==> config.mk <==
export PLATFORM = sky130hd
export DESIGN_NAME = sat_counter
export DESIGN_NICKNAME = d
export VERILOG_FILES = /design/src/rtl/test_monitor_sat_counter.sv
export SDC_FILE = /design/constraint.sdc
export NUM_CORES = 1
export LEC_CHECK = 0
export CAP_MARGIN = 10
export CORE_AREA = 3 3 85 47
export DETAILED_ROUTE_END_ITERATION = 10
export DIE_AREA = 0 0 88 50
export GPL_TIMING_DRIVEN = 0
export PLACE_DENSITY = 0.81
export REMOVE_ABC_BUFFERS = 1
export SLEW_MARGIN = 10
export SYNTH_ARGS = -nofsm -noshare
export SYNTH_HDL_FRONTEND = slang
export SYNTH_SLANG_ARGS = --single-unit
==> constraint.sdc <==
create_clock -name clk -period 6.22 [get_ports clk]
set_input_delay 0.622 -clock clk [delete_from_list [all_inputs] [get_ports clk]]
set_output_delay 0.622 -clock clk [all_outputs]
set_load 0.005 [all_outputs]
==> src/rtl/test_monitor_sat_counter.sv <==
// 32-bit up-counter that sticks at all-ones instead of wrapping.
module sat_counter (
  input  logic        clk,
  input  logic        rst,
  input  logic        en,
  input  logic        clr,
  output logic [31:0] count
);

  always_ff @(posedge clk or posedge rst) begin
    if (rst) begin
      count <= 32'd0;
    end else if (clr) begin
      count <= 32'd0;
    end else if (en && (count != 32'hFFFF_FFFF)) begin
      count <= count + 32'd1;
    end
  end

endmodule

==> impl_metrics.tcl <==
set metrics [dict create \
    outcome "finished clean" \
    totalWireLength_um 4368 \
    synth.distinct_cells 33 \
    timing.final.crit_period_ns 2.759 \
    floorplan.rows 15 \
    worst_ir_drop_vdd_v 0.0001233 \
    cellPowerDensity_nw_per_um2 180.1 \
    hold_path.startpoint "count[31]" \
    cp_slowest_cell "sky130_fd_sc_hd__or4_1" \
    initial_standard_cell_utilization_of_the_core 0.5239 \
    most-common-layout-cells "35 x sky130_fd_sc_hd__clkdlybuf4s50_1, 32 x sky130_fd_sc_hd__dfrtp_1, 27 x sky130_fd_sc_hd__a21oi_1, 15 x sky130_fd_sc_hd__o31ai_1, 14 x sky130_fd_sc_hd__or4_1" \
    comb_power_share 0.042 \
    setup_tns_ns 0 \
    die_w_um 88 \
    gate_count_post_synth 186 \
    largest_registers "count x32" \
    grt_pass1_vias 1484 \
    sequential_cell_area_um2 800.8 \
    drt-initial-drc-count 107 \
    clk-insertion-delay-late_ns 0.28 \
    core-area_um2 3322 \
    synth.cell_area_um2 1740 \
    period_share 0.4435 \
    placed_cells 257 \
    yosys-top-cells-area "sky130_fd_sc_hd__dfrtp_1 46%, sky130_fd_sc_hd__a21oi_1 7.8%, sky130_fd_sc_hd__o31ai_1 6.5%" \
    clock_power_share 0.428 \
    yosys.area.top_type_share 0.4601 \
    synth-seq-area-share 0.4601 \
    clock-root-buffer "sky130_fd_sc_hd__clkbuf_8" \
    synth_area_leader_cell "sky130_fd_sc_hd__dfrtp_1" \
    worst_hold_path.num_cells 2 \
    io_pins 36 \
    final-setup-viol-count 0 \
    i_o_buffers 35 \
    cts-root-to-sink-buffers 2 \
    r2r-start "count[24]" \
    synth_edf_count 0 \
    synthArstFlopShare 1.000 \
    avgRoutedWirePerCell_um 16.55 \
    finalHoldViolCount 0 \
    achievable-frequency_mhz 362.5 \
    regToRegEndpoint "count[9]" \
    track_usage 0.2105 \
    multi_input_area_um2 885.9 \
    finalPower_uw 399.1 \
    rsz0062_at_grt "no" \
    path_class "input port to flop" \
    die_area_um2 4400 \
    route.detailed.drc 0 \
    p_int_uw 314.0 \
    dieHeight_um 50 \
    ys.warnings.count 0 \
    areaGrowthSynthToFinish_pct 27.32 \
    synth-main-ff-cell "sky130_fd_sc_hd__dfrtp_1" \
    slew_viol_final 0 \
    place_area_um2 2120 \
    hold-worst-slack_ns 0.5762 \
    max_slew_margin_vs_limit 0.2181 \
    max_flop_register "count" \
    reg2reg_slack_ns 3.48 \
    cts_tree "built" \
    drv_cap 0 \
    clk_pin_slew_worst_paths_ns 0.06 \
    worst-endpoint-required_ns 6.40 \
    drt-vias-per-instance 6.477 \
    total_leakage_power_nw 0.8046 \
    remaining_number_of_nets_flagged_by_the_antenna_check_after_routing 0 \
    cp-end-kind "flop" \
    place.gp.congestion 0.8213 \
    synth-seq-cells 32 \
    tritoncts.num_buffers 5 \
    via_count 1710 \
    timing.critical_path.cells "clkdlybuf4s50_1 > nand4_1 > nor3_1 > o311ai_2 > or4_1 > a21oi_1" \
    final_layout_size_suffix_gt1_frac 0.06306 \
    antennaDiodeCount 0 \
    critical_path_arrival_ns 2.94 \
    finalNonFillerCells 264 \
    pre_repair_dr_iteration_count 4 \
    grt_max_degree 33 \
    cp_slowest_stage_delay_ns 0.59 \
    grt_antenna_before_repair 0 \
    number_of_flip_flops_in_the_largest_register 32 \
    hp_class "flop to flop" \
    post-route-cell-area_um2 2216 \
    critPathLaunchType "input port" \
    layout_commonest_cell "sky130_fd_sc_hd__clkdlybuf4s50_1" \
    ctsHoldBuffers 0 \
    r2r_cells 5 \
    grt_overflow_total 0 \
    crit_fanout 15 \
    fin_worst_skew_ns 0.006041 \
    fill_cells 274 \
    detailedPlacementHpwl_um 3037 \
    holdPathEnd "count[31]" \
    worst_slew_pin_slew_ns 1.169 \
    number_of_nets_in_the_layout 227 \
    netSwitchingFraction 0.2131 \
    post_cts.resized_instances 0 \
    cts_setup_buffers 0 \
    h_tree_levels 2 \
    seq_power_share 0.529 \
    switchingPower_uw 85.06 \
    cts.sink_count 32 \
    grt_first_pass_wirelength_um 7134 \
    synthesis.area_per_instance_um2 9.357 \
]
power by group through the flow:
stage	logic (mW)	registers, mW	clock network [mW]
after detailed placement	0.0172	0.215	0
final	0.0169	0.211	0.171
after global routing	0.0189	0.211	0.185
after global placement	0.0166	0.215	0
after CTS	0.0173	0.211	0.178
after floorplan	0.00692	0.215	0
cells by family after synthesis:
| family | synth area share |
|---|---|
| fa+ha+maj | 0.007188 |
| xor+xnor | 0.01510 |
| buf+inv | 0.03522 |
| simple gates | 0.2588 |
| mux | 0.005751 |
| compound gates | 0.2178 |
| flops | 0.4601 |
critical path, delay by kind of cell:
kind                   cells  cell delay (ns)
and+or+nand+nor            3             1.24
AOI/OAI and AO/OA          2             0.54
buffers and inverters      1             0.54
cells in the mapped netlist, drive strengths merged (3+ instances only):
cell and number:
o21ai 12, nor4 3, dfrtp 32, a21oi 27, or4 15, nand2 11, and3 3, nand3 10
or3 13, nand4 7, and4 4, nor2 6, clkbuf 4, o31ai 15, inv 8
routing by layer:
layer  wire (µm)  vias up  part of all wire  track usage
met5           0        -                 0            0
li1            -      798                 -            -
met3         296        4             0.068      0.05342
met1        2082      833              0.48       0.3090
met4          14        0            0.0032      0.06888
met2        1974       75              0.45       0.3000
layout make-up:
| class | count | share of cell area |
|---|---|---|
| repair buffers | 35 | 0.1581 |
| well taps | 42 | 0.02372 |
| inverters | 8 | 0.01355 |
| multi-input cells | 140 | 0.3998 |
| clock buffers | 7 | 0.04348 |
| flip-flops and latches | 32 | 0.3614 |
how the worst max path moves through the flow:
stage	end	cells past startpoint	from	slack, ns
detailed placement	count[27]	6	en	3.22
floorplan	count[27]	6	count[0]	3.77
finish	count[27]	6	en	3.46
global route	count[9]	6	count[0]	3.30
global placement	count[27]	6	en	3.18
CTS	count[27]	6	en	3.51
stage by stage:
step / utilization / worst slack (ns)
3_5_place_dp: 0.6380 / 3.218
5_1_grt: 0.6670 / 3.300
6_report: 0.6670 / 3.461
3_3_place_gp: 0.6358 / 3.177
2_1_floorplan: - / 3.774
4_1_cts: 0.6670 / 3.514
(Power assumes the default switching activity.)
